**src/rtl/scan_pkg.sv**
```systemverilog
// ============================================================================
//  scan_pkg
//  Shared sizes and state encoding for the channel-scan sequencer.
//  Rev 1.0
// ============================================================================
`default_nettype none

package scan_pkg;
   localparam int CH_N  = 16;
   localparam int IDX_W = 4;

   typedef enum logic [0:0] {
      IDLE = 1'b0,
      RUN  = 1'b1
   } scan_state_t;
endpackage

`default_nettype wire

```
**src/rtl/scan_sequencer_if.sv**
```systemverilog
// ============================================================================
//  scan_sequencer_if
//  Control/status bundle between a scan controller and the sequencer.
//  Rev 1.0
// ============================================================================
`default_nettype none

interface scan_sequencer_if #(
   parameter int DIV_W = 8
);
   import scan_pkg::*;

   logic                 start;
   logic                 stop;
   logic                 mode;
   logic [DIV_W-1:0]     div;
   logic [CH_N-1:0]      ch_mask;
   logic [IDX_W-1:0]     idx;
   logic                 idx_valid;
   logic                 tick;
   logic                 pass_done;
   logic                 busy;

   modport master (
      output start, stop, mode, div, ch_mask,
      input  idx, idx_valid, tick, pass_done, busy
   );

   modport slave (
      input  start, stop, mode, div, ch_mask,
      output idx, idx_valid, tick, pass_done, busy
   );
endinterface

`default_nettype wire

```
**src/rtl/next_channel_find.sv**
```systemverilog
// ============================================================================
//  next_channel_find
//  Combinational search for the next enabled channel above cur, and the lowest.
//  Rev 1.0
// ============================================================================
`default_nettype none

module next_channel_find
   import scan_pkg::*;
(
   input  wire logic [CH_N-1:0]  mask,
   input  wire logic [IDX_W-1:0] cur,
   output logic      [IDX_W-1:0] nxt,
   output logic                  found,
   output logic      [IDX_W-1:0] first,
   output logic                  any
);

   // Scanning downward lets the lowest qualifying bit be the last writer.
   always_comb begin
      nxt   = '0;
      found = 1'b0;
      first = '0;
      for (int i = CH_N - 1; i >= 0; i--) begin
         if (mask[i]) begin
            first = IDX_W'(i);
            if (i > int'(cur)) begin
               nxt   = IDX_W'(i);
               found = 1'b1;
            end
         end
      end
   end

   assign any = |mask;

endmodule

`default_nettype wire

```
**src/rtl/scan_sequencer.sv**
```systemverilog
// ============================================================================
//  scan_sequencer
//  Steps a 4-bit channel index through a live mask with a programmable dwell.
//  Rev 1.0
// ============================================================================
`default_nettype none

module scan_sequencer
   import scan_pkg::*;
#(
   parameter int DIV_W = 8
)(
   input  wire logic       clk,
   input  wire logic       rst_n,
   scan_sequencer_if.slave bus
);

   scan_state_t        r_state, w_state_d;
   logic [IDX_W-1:0]   r_idx, w_idx_d;
   logic               r_tick, w_tick_d;
   logic               r_pass_done, w_pass_done_d;
   logic [DIV_W-1:0]   r_cnt, w_cnt_d;
   logic [DIV_W-1:0]   r_div, w_div_d;
   logic               r_mode, w_mode_d;

   logic [IDX_W-1:0]   w_nxt;
   logic               w_found;
   logic [IDX_W-1:0]   w_first;
   logic               w_any;

   next_channel_find u_find (
      .mask  (bus.ch_mask),
      .cur   (r_idx),
      .nxt   (w_nxt),
      .found (w_found),
      .first (w_first),
      .any   (w_any)
   );

   always_ff @(posedge clk) begin
      if (!rst_n) begin
         r_state     <= IDLE;
         r_idx       <= '0;
         r_tick      <= 1'b0;
         r_pass_done <= 1'b0;
         r_cnt       <= '0;
         r_div       <= '0;
         r_mode      <= 1'b0;
      end else begin
         r_state     <= w_state_d;
         r_idx       <= w_idx_d;
         r_tick      <= w_tick_d;
         r_pass_done <= w_pass_done_d;
         r_cnt       <= w_cnt_d;
         r_div       <= w_div_d;
         r_mode      <= w_mode_d;
      end
   end

   always_comb begin
      w_state_d     = r_state;
      w_idx_d       = r_idx;
      w_tick_d      = 1'b0;
      w_pass_done_d = 1'b0;
      w_cnt_d       = r_cnt;
      w_div_d       = r_div;
      w_mode_d      = r_mode;

      case (r_state)
         IDLE: begin
            if (bus.start && !bus.stop && w_any) begin
               w_state_d = RUN;
               w_idx_d   = w_first;
               w_tick_d  = 1'b1;
               w_cnt_d   = '0;
               w_mode_d  = bus.mode;
               w_div_d   = bus.div;
            end
         end
         RUN: begin
            if (bus.stop) begin
               w_state_d = IDLE;
               w_cnt_d   = '0;
            end else if (r_cnt == r_div) begin
               w_cnt_d = '0;
               if (w_found) begin
                  w_idx_d  = w_nxt;
                  w_tick_d = 1'b1;
               end else begin
                  w_pass_done_d = 1'b1;
                  // A mask emptied mid-run ends the scan even in continuous mode.
                  if (!r_mode && w_any) begin
                     w_idx_d  = w_first;
                     w_tick_d = 1'b1;
                  end else begin
                     w_state_d = IDLE;
                  end
               end
            end else begin
               w_cnt_d = r_cnt + DIV_W'(1);
            end
         end
         default: w_state_d = IDLE;
      endcase
   end

   assign bus.idx       = r_idx;
   assign bus.idx_valid = (r_state == RUN);
   assign bus.busy      = (r_state == RUN);
   assign bus.tick      = r_tick;
   assign bus.pass_done = r_pass_done;

endmodule

`default_nettype wire
```
**src/flat_wrapper.sv**
```systemverilog
// flat-port wrapper written by rule: the top's interface ports become plain ports
module scan_sequencer_flat import scan_pkg::*;
#(
   parameter int DIV_W = 8
)
  (clk, rst_n, bus_start, bus_stop, bus_mode, bus_div, bus_ch_mask, bus_idx, bus_idx_valid, bus_tick, bus_pass_done, bus_busy);
  scan_sequencer_if #(.DIV_W(DIV_W)) bus_i ();
  input  wire logic clk;
  input  wire logic rst_n;
  input wire logic [$bits(bus_i.start)-1:0] bus_start;
  input wire logic [$bits(bus_i.stop)-1:0] bus_stop;
  input wire logic [$bits(bus_i.mode)-1:0] bus_mode;
  input wire logic [$bits(bus_i.div)-1:0] bus_div;
  input wire logic [$bits(bus_i.ch_mask)-1:0] bus_ch_mask;
  output wire logic [$bits(bus_i.idx)-1:0] bus_idx;
  output wire logic [$bits(bus_i.idx_valid)-1:0] bus_idx_valid;
  output wire logic [$bits(bus_i.tick)-1:0] bus_tick;
  output wire logic [$bits(bus_i.pass_done)-1:0] bus_pass_done;
  output wire logic [$bits(bus_i.busy)-1:0] bus_busy;
  assign bus_i.start = bus_start;
  assign bus_i.stop = bus_stop;
  assign bus_i.mode = bus_mode;
  assign bus_i.div = bus_div;
  assign bus_i.ch_mask = bus_ch_mask;
  assign bus_idx = bus_i.idx;
  assign bus_idx_valid = bus_i.idx_valid;
  assign bus_tick = bus_i.tick;
  assign bus_pass_done = bus_i.pass_done;
  assign bus_busy = bus_i.busy;
  scan_sequencer #(.DIV_W(DIV_W)) u_core (.clk(clk), .rst_n(rst_n), .bus(bus_i));
endmodule
```
**config.mk**
```make
export PLATFORM = sky130hd
export DESIGN_NAME = scan_sequencer_flat
export DESIGN_NICKNAME = d
export VERILOG_FILES = /design/src/rtl/scan_pkg.sv /design/src/rtl/scan_sequencer_if.sv /design/src/rtl/next_channel_find.sv /design/src/rtl/scan_sequencer.sv /design/src/flat_wrapper.sv
export SDC_FILE = /design/constraint.sdc
export NUM_CORES = 1
export LEC_CHECK = 0
export ABC_CLOCK_PERIOD_IN_PS = 4700
export BUFFER_PORTS_ARGS = -buffer_cell sky130_fd_sc_hd__buf_4
export CORE_MARGIN = 2
export CORE_UTILIZATION = 59
export CTS_CLUSTER_DIAMETER = 30
export DETAILED_ROUTE_END_ITERATION = 7
export PLACE_DENSITY = 0.85
export RECOVER_POWER = 25
export SLEW_MARGIN = 0
export SYNTH_ARGS = -nofsm -noshare
export SYNTH_HDL_FRONTEND = slang
export SYNTH_HIERARCHICAL = 1
export SYNTH_SLANG_ARGS = --single-unit
```
**constraint.sdc**
```tcl
create_clock -name clk -period 4.7 [get_ports clk]
set_input_delay 0.235 -clock clk [delete_from_list [all_inputs] [get_ports clk]]
set_output_delay 0.235 -clock clk [all_outputs]
set_load 0.01 [all_outputs]
```
==> results of run 1 <==
==> cells by family after synthesis <==
group | synth area share [%]
AO/OA/AOI/OAI | 27.6
multiplexers | 2.85
XOR/XNOR | 6.69
buffers and inverters | 5.27
flip-flops | 27.4
adder cells (fa/ha/maj) | 0.712
AND/OR/NAND/NOR | 29.5
==> worst min path at each step <==
stage                                   end  slack (ps)
6_report       u_core/r_div[2]$_SDFFE_PN0P_         150
5_1_grt        u_core/r_div[2]$_SDFFE_PN0P_         140
4_1_cts        u_core/r_div[2]$_SDFFE_PN0P_         150
3_3_place_gp     u_core/r_mode$_SDFFE_PN0P_         440
2_1_floorplan    u_core/bus.tick$_SDFF_PN0_         360
3_5_place_dp     u_core/r_mode$_SDFFE_PN0P_         440
==> flip-flops by register name, summed over array words and instances (netlist names) <==
register and count:
u_core/bus.idx 4, u_core/bus.pass_done 1, u_core/r_mode 1, u_core/r_div 8, u_core/bus.busy 1, u_core/r_cnt 8, u_core/bus.tick 1
==> cell type report <==
type,count,area share (%)
well taps,31,1.93
inverters,7,1.31
multi-input cells,187,59.0
clock buffers,4,1.81
repair buffers,36,12.0
flip-flops and latches,24,24.0
==> report_power, final <==
part	internal (mW)	switching (mW)	total, mW
Sequential	0.212	0.0183	0.230
Combinational	0.0562	0.0661	0.122
Clock	0.0473	0.0592	0.107
==> per-layer routing <==
layer	vias to the layer above	track usage, %
met5	-	0
met4	0	4.65
met3	2	5.05
met2	48	39.6
met1	785	38.7
li1	883	-
==> per-stage QoR <==
| step | std cells | hold WS, ps | util (%) |
|---|---|---|---|
| after global routing | 289 | 140 | 72.1 |
| after detailed placement | 285 | 444 | 71.9 |
| final | 289 | 154 | 72.1 |
| after CTS | 289 | 145 | 73.2 |
| after floorplan | 228 | 357 | - |
| after global placement | 285 | 442 | 71.9 |
==> cells in the mapped netlist (all sizes together) <==
library cell	instances
a32oi	1
o21bai	5
mux2i	5
o21ai	16
o32ai	1
a21oi	24
nor3	5
a221oi	1
nand3b	2
o41ai	2
a31oi	1
and2	2
o311ai	1
a22oi	2
a21boi	3
o21a	1
xnor2	10
a21o	2
nand3	8
buf	8
a211o	1
a211oi	2
and2b	2
dfxtp	24
clkbuf	2
nand4b	1
and3	5
ha	1
or2	2
a21bo	1
nor2b	5
nand2b	4
inv	7
nor4	5
nand4	3
nand2	37
o22ai	2
nor2	14
o31ai	5
nor3b	3
or3b	1
or3	1
==> worst min-delay path, cell delays in order <==
cell	delay (ps)
buf_4	110
nand2_1	40
a21oi_1	50
==> placed cells by master, fill, tap and decap left out, types with 3 or more instances in the layout <==
| master | n |
|---|---|
| nor3b_1 | 3 |
| nor2_1 | 14 |
| inv_1 | 7 |
| and3_1 | 4 |
| nand3_1 | 8 |
| nand2b_1 | 4 |
| a21oi_1 | 23 |
| buf_4 | 28 |
| o31ai_1 | 3 |
| o21ai_1 | 10 |
| a21boi_0 | 3 |
| dfxtp_1 | 24 |
| mux2i_1 | 5 |
| nor4_1 | 5 |
| clkbuf_1 | 8 |
| xnor2_1 | 6 |
| xnor2_2 | 4 |
| nor2b_1 | 5 |
| clkbuf_4 | 3 |
| o21bai_1 | 4 |
| o21ai_0 | 6 |
| nor3_1 | 5 |
| nand2_1 | 37 |
==> results_dict.tcl, run 1 <==
set metrics [dict create \
    die_area_sq_um 3430 \
    clk_latency_ps 310 \
    hold_buffers 0 \
    path_cells "nand3_1, a22oi_2, nand3b_1, nand3b_1, or2_1, o21ai_1, o31ai_4, o21ai_1, a21oi_1" \
    final_layout_size_suffix_gt1_share_pct 19.4 \
    power_mw 0.459 \
    end_kind "register" \
    critical_path_arrival_ps 2750 \
    dr.pass1.iters 4 \
    top_layer "met4" \
    syn_inst 228 \
    postCtsResizedCells 0 \
    worstHoldPathCells 3 \
    period_needed_ps 2550 \
    synth_area_leaders "dfxtp_1 (27%), nand2_1 (7.9%), a21oi_1 (6.6%)" \
    multi_input_area_sq_um 1180 \
    min_from "bus_div[2]" \
    critical_path.max_fanout 20 \
    die_w_um 58.6 \
    dp_hpwl_um 3180 \
    wl_met2_um 1810 \
    clock_path_buffers 2 \
    placed_cell_area_sq_um 2000 \
    syn_area_sq_um 1760 \
    r2r_start "u_core/bus.idx[3]$_SDFFE_PN0P_" \
    grt_pass1_vias 1519 \
    antennaDiodeCount 0 \
    die-height_um 58.6 \
    p_leak_nw 0.768 \
    drtAntennaViolNets 0 \
    core.rowCount 19 \
    relSlewSlack_pct 32.8 \
    critPathMaxStageDelay_ps 760 \
    grt_overflow 0 \
    initial_utilization_pct 63.2 \
    drt-vias-per-instance 5.94 \
    final_hold_viol_count 0 \
    cts_root_buffer "clkbuf_4" \
    totalWireLength_um 4140 \
    yosysTopAreaCell "dfxtp_1" \
    pin_count 37 \
    htree_levels 1 \
    drt_iter0_drc 114 \
    clock_sinks 24 \
    critPathTopFamily "compound AO/OA/AOI/OAI gates" \
    wl_met1_um 2070 \
    power.density_nw_per_um2 229 \
    avgSynthCellArea_sq_um 7.70 \
    antenna_found_initial 0 \
    worstPathRequired_ps 4890 \
    synth_cell_type_count 54 \
    ys_seq_area_share_pct 27.4 \
    final_nets 289 \
    io_buffers 36 \
    yosys_warnings 6 \
    setup_viol 0 \
    crit_buf_inv 0 \
    wl_per_cell_um 14.3 \
    path_class "register to register" \
    core_area_sq_um 2780 \
    track_usage_pct 26.1 \
    area_delta_synth_final_pct 14.2 \
    path_depth 9 \
    path_clk_slew_ps 130 \
    cts_made_buffers 3 \
    rsz0062_at_grt "no" \
    timing.final.ws_setup_ps 2150 \
    worstSetupStartpoint "u_core/bus.idx[3]$_SDFFE_PN0P_" \
    worstMarginPinSlew_ps 1000 \
    worstHoldPathType "input port to register" \
    maxCapViolCount 0 \
    worst_setup_path_start_kind "register" \
    dp_slack_ps 2220 \
    r2r_slack_ps 2150 \
    grt_pass1_wl_um 6950 \
    post-route-drc-count 0 \
    post-cts-setup-buffers 0 \
    slew_viol_final 0 \
    critPathSlowestCell "dfxtp_1" \
    tns_ps 0 \
    yosysTopAreaCellShare_pct 27.4 \
    fin_area_sq_um 2010 \
    place.gp.congestion 0.860 \
    vdd_drop_max_mv 0.237 \
    vias 1718 \
    routed-wl-met3_um 247 \
    final-seq-area_sq_um 480 \
    syn_nets 258 \
    crit_end "u_core/bus.idx[3]$_SDFFE_PN0P_" \
    r2r-end "u_core/bus.idx[3]$_SDFFE_PN0P_" \
    grt_max_degree 21 \
    reg2regPathDepth 9 \
    nFillCells 242 \
    fin_crit_sh_pct 54.3 \
    cts_tree "yes" \
    skew_ps 4.21 \
    ys_ff_latch 24 \
    fmax_mhz 392 \
    outcome "finished clean" \
]
Power figures use the tool's default switching activity.
==> inputs of run 2 (changes only) <==
--- a/config.mk
+++ b/config.mk
@@ -5,13 +5,13 @@
 export SDC_FILE = /design/constraint.sdc
 export NUM_CORES = 1
 export LEC_CHECK = 0
-export ABC_CLOCK_PERIOD_IN_PS = 4700
+export ABC_CLOCK_PERIOD_IN_PS = 2450
 export BUFFER_PORTS_ARGS = -buffer_cell sky130_fd_sc_hd__buf_4
 export CORE_MARGIN = 2
-export CORE_UTILIZATION = 59
+export CORE_UTILIZATION = 54
 export CTS_CLUSTER_DIAMETER = 30
 export DETAILED_ROUTE_END_ITERATION = 7
-export PLACE_DENSITY = 0.85
+export PLACE_DENSITY = 0.79
 export RECOVER_POWER = 25
 export SLEW_MARGIN = 0
 export SYNTH_ARGS = -nofsm -noshare
==> constraint.sdc (replaced) <==
create_clock -name clk -period 2.45 [get_ports clk]
set_input_delay 0.1225 -clock clk [delete_from_list [all_inputs] [get_ports clk]]
set_output_delay 0.1225 -clock clk [all_outputs]
set_load 0.01 [all_outputs]
==> results_dict.tcl, run 2 (synthesized netlist as in run 1, its figures left out) <==
set metrics [dict create \
    outcome "finished clean" \
    grt_max_degree 16 \
    r2r_slack_ps 180 \
    cts_made_buffers 3 \
    path_class "register to register" \
    fin_crit_sh_pct 92.6 \
    grt_pass1_vias 1443 \
    antenna_found_initial 0 \
    dp_hpwl_um 3170 \
    pin_count 37 \
    cts_tree "yes" \
    p_leak_nw 0.799 \
    r2r_start "u_core/bus.idx[1]$_SDFFE_PN0P_" \
    antennaDiodeCount 0 \
    dr.pass1.iters 4 \
    die_w_um 61.0 \
    clock_path_buffers 2 \
    fmax_mhz 441 \
    drt_iter0_drc 104 \
    cts_root_buffer "clkbuf_4" \
    wl_per_cell_um 13.4 \
    power_mw 0.860 \
    end_kind "register" \
    die_area_sq_um 3730 \
    r2r-end "u_core/bus.idx[1]$_SDFFE_PN0P_" \
    relSlewSlack_pct 33.3 \
    worstPathRequired_ps 2650 \
    die-height_um 61.0 \
    grt_overflow 0 \
    mostFrequentLayoutCells "nand2_1 (37), buf_4 (36), a21oi_1 (23), dfxtp_1 (22), nor2_1 (14)" \
    initial_utilization_pct 57.1 \
    core.rowCount 20 \
    utilization_pct 66.8 \
    period_needed_ps 2270 \
    maxCapViolCount 0 \
    clk_latency_ps 320 \
    dp_cells 302 \
    drt-vias-per-instance 5.64 \
    critical_path_arrival_ps 2470 \
    vias 1720 \
    worstMarginPinSlew_ps 992 \
    htree_levels 1 \
    skew_ps 2.80 \
    tns_ps 0 \
    vdd_drop_max_mv 0.323 \
    min_from "bus_div[2]" \
    nFillCells 292 \
    worstHoldPathType "input port to register" \
    clock_sinks 24 \
    worstHoldPathCells 3 \
    min_delay_worst_endpoint "u_core/r_div[2]$_SDFFE_PN0P_" \
    critical_path.max_fanout 10 \
    whs_ps 36.7 \
    finalNonFillerCells 305 \
    io_buffers 36 \
    rsz0062_at_grt "no" \
    power.density_nw_per_um2 418 \
    path_clk_slew_ps 120 \
    post-cts-setup-buffers 0 \
    final_hold_viol_count 0 \
    final_layout_size_suffix_gt1_share_pct 22.6 \
    layout_commonest_cell "nand2_1" \
    totalWireLength_um 4090 \
    worst_setup_path_start_kind "register" \
    setup_viol 0 \
    grt_pass1_wl_um 6580 \
    drtAntennaViolNets 0 \
    core_area_sq_um 3080 \
    track_usage_pct 23.6 \
    post-route-drc-count 0 \
    place.gp.congestion 0.893 \
    slew_viol_final 0 \
    area_delta_synth_final_pct 17.0 \
    final_nets 293 \
    reg2regPathDepth 9 \
]
run 2: final cells by class:
type,count,area (sq um),share of cell area [%]
multi-input cells,187,1180,57.6
flip-flops and latches,24,483,23.5
repair buffers,40,285,13.9
well taps,44,55.1,2.68
inverters,7,26.3,1.28
clock buffers,3,22.5,1.10
run 2: what timing repair did:
item / 4_1_cts / 5_1_grt
endpoints found under the setup margin: 0 / 5
gates resized for setup: 0 / 2
hold buffers: 0 / 0
run 2: per-stage QoR:
step	setup slack (ps)	cell area, sq um
finish	181	2060
global route	25.2	2060
CTS	124	2070
detailed placement	137	2050
global placement	203	2050
floorplan	425	1760
run 2: metal layers:
metal | vias to the layer above | global-route usage [%] | share of wire (%)
met5 | - | 0 | 0
met4 | 0 | 4.97 | 0.76
met3 | 4 | 8.19 | 9.6
met2 | 59 | 32.1 | 41
met1 | 765 | 35.9 | 49
li1 | 892 | - | -
run 2: report_power, final:
part	total [mW]	switching, mW	internal, mW
sequential	0.435	0.0282	0.407
clock	0.171	0.113	0.0577
combinational	0.254	0.135	0.119
run 2: worst max-delay path: stages, from the launching register on:
cell,delay (ps)
dfxtp_1,560
nor2_1,180
o21ai_0,250
nand3b_1,130
nand3b_1,190
or2_1,260
o21ai_1,270
o31ai_4,130
o21ai_1,130
a21oi_1,50
run 2: worst max-delay path by stage:
stage | startpoint | to | slack, ps | depth (start not counted)
after floorplan | u_core/bus.idx[3]$_SDFFE_PN0P_ | u_core/bus.idx[2]$_SDFFE_PN0P_ | 420 | 10
after global placement | u_core/bus.idx[2]$_SDFFE_PN0P_ | u_core/bus.idx[1]$_SDFFE_PN0P_ | 200 | 9
after detailed placement | u_core/bus.idx[2]$_SDFFE_PN0P_ | u_core/bus.idx[1]$_SDFFE_PN0P_ | 140 | 9
after CTS | u_core/bus.idx[2]$_SDFFE_PN0P_ | u_core/bus.idx[1]$_SDFFE_PN0P_ | 120 | 9
after global routing | u_core/bus.idx[1]$_SDFFE_PN0P_ | u_core/bus.idx[3]$_SDFFE_PN0P_ | 30 | 9
final | u_core/bus.idx[1]$_SDFFE_PN0P_ | u_core/bus.idx[1]$_SDFFE_PN0P_ | 180 | 9
==> inputs of run 3 (changes only) <==
--- a/config.mk
+++ b/config.mk
@@ -12,7 +12,6 @@
 export CTS_CLUSTER_DIAMETER = 30
 export DETAILED_ROUTE_END_ITERATION = 7
 export PLACE_DENSITY = 0.79
-export RECOVER_POWER = 25
 export SLEW_MARGIN = 0
 export SYNTH_ARGS = -nofsm -noshare
 export SYNTH_HDL_FRONTEND = slang
==> results_dict.tcl, run 3 (synthesized netlist as in run 1, its figures left out) <==
set metrics [dict create \
    initial_utilization_pct 57.1 \
    critical_path.max_fanout 10 \
    die-height_um 61.0 \
    nFillCells 284 \
    clock_sinks 24 \
    die_area_sq_um 3730 \
    path_clk_slew_ps 120 \
    drtAntennaViolNets 0 \
    relSlewSlack_pct 33.1 \
    clk_latency_ps 320 \
    final_layout_size_suffix_gt1_share_pct 24.1 \
    worstSetupStartpoint "u_core/bus.idx[1]$_SDFFE_PN0P_" \
    grt_overflow 0 \
    die_w_um 61.0 \
    final_hold_viol_count 0 \
    skew_ps 3.33 \
    critPathTopFamily "compound AO/OA/AOI/OAI gates" \
    fmax_mhz 440 \
    whs_ps 36.0 \
    crit_buf_inv 0 \
    worst_setup_path_start_kind "register" \
    antennaDiodeCount 0 \
    power.density_nw_per_um2 417 \
    critPathSlowestCell "dfxtp_1" \
    dp_hpwl_um 3170 \
    vdd_drop_max_mv 0.324 \
    place.gp.congestion 0.893 \
    r2r_slack_ps 180 \
    clock_path_buffers 2 \
    layout_commonest_cell "buf_4" \
    cts_tree "yes" \
    period_needed_ps 2270 \
    drt_iter0_drc 104 \
    setup_viol 0 \
    htree_levels 1 \
    r2r_start "u_core/bus.idx[1]$_SDFFE_PN0P_" \
    pin_count 37 \
    worstHoldPathType "input port to register" \
    postCtsResizedCells 0 \
    cts_made_buffers 3 \
    fin_crit_sh_pct 92.7 \
    antenna_found_initial 0 \
    multi_input_area_sq_um 1180 \
    final-seq-area_sq_um 483 \
    area_delta_synth_final_pct 17.9 \
    outcome "finished clean" \
    totalWireLength_um 4090 \
    r2r-end "u_core/bus.idx[2]$_SDFFE_PN0P_" \
    path_cells "nor2_1, o21ai_0, nand3b_1, nand3b_1, or2_1, o21ai_1, o31ai_4, o21ai_1, a21oi_1" \
    final_nets 293 \
    critical_path_arrival_ps 2470 \
    post-cts-setup-buffers 0 \
    cts_root_buffer "clkbuf_4" \
    wl_per_cell_um 13.4 \
    min_delay_worst_endpoint "u_core/r_div[2]$_SDFFE_PN0P_" \
    post-route-drc-count 0 \
    min_from "bus_div[2]" \
    p_leak_nw 0.815 \
    worstMarginPinSlew_ps 996 \
    slew_viol_final 0 \
    critPathMaxStageDelay_ps 560 \
    mostFrequentLayoutCells "buf_4 (40), nand2_1 (37), a21oi_1 (23), dfxtp_1 (22), nor2_1 (14)" \
    grt_pass1_wl_um 6580 \
    dp_cells 302 \
    track_usage_pct 23.6 \
    core_area_sq_um 3080 \
    finalNonFillerCells 305 \
    dr.pass1.iters 4 \
    worstPathRequired_ps 2650 \
    grt_max_degree 16 \
    worstHoldPathCells 3 \
    hold_buffers 0 \
    core.rowCount 20 \
    tns_ps 0 \
    rsz0062_at_grt "no" \
    grt_pass1_vias 1443 \
    io_buffers 36 \
    vias 1713 \
    maxCapViolCount 0 \
    end_kind "register" \
    drt-vias-per-instance 5.62 \
    path_class "register to register" \
    reg2regPathDepth 9 \
]
run 3: worst register-to-register path: stages, from the launching register on:
cell and delay [ps]:
dfxtp_1 560, nor2_1 180, o21ai_0 250, nand3b_1 130
nand3b_1 190, or2_1 260, o21ai_1 270, o31ai_4 140
o21ai_1 140, a21oi_1 50
run 3: power breakdown:
| part | switching (mW) | internal [mW] |
|---|---|---|
| Sequential | 0.0283 | 0.407 |
| Combinational | 0.135 | 0.122 |
| Clock | 0.113 | 0.0577 |
run 3: per-stage QoR:
stage / worst slack [ps] / util [%] / total power, mW / instance area (sq um)
after floorplan: 425 / - / 0.600 / 1760
after detailed placement: 137 / 66.5 / 0.695 / 2050
after global routing: 25.2 / 67.3 / 0.915 / 2070
final: 178 / 67.3 / 0.863 / 2070
after global placement: 203 / 66.5 / 0.694 / 2050
after CTS: 124 / 67.2 / 0.862 / 2070
run 3: worst max path at each step:
| stage | end | slack [ps] | cells past startpoint |
|---|---|---|---|
| after detailed placement | u_core/bus.idx[1]$_SDFFE_PN0P_ | 140 | 9 |
| after floorplan | u_core/bus.idx[2]$_SDFFE_PN0P_ | 420 | 10 |
| final | u_core/bus.idx[2]$_SDFFE_PN0P_ | 180 | 9 |
| after global routing | u_core/bus.idx[3]$_SDFFE_PN0P_ | 30 | 9 |
| after global placement | u_core/bus.idx[1]$_SDFFE_PN0P_ | 200 | 9 |
| after CTS | u_core/bus.idx[1]$_SDFFE_PN0P_ | 120 | 9 |
run 3: cell type report:
cell class	count	area share, %
clock buffer	3	1.09
inverter	7	1.27
tap	44	2.66
multi-input combinational	187	57.2
timing repair buffer	40	14.5
sequential	24	23.3
run 3: layer usage:
metal	global-route usage (%)	routed length (um)
met5	0	0
met4	4.97	31
met3	8.19	379
met2	32.1	1670
met1	35.9	2010
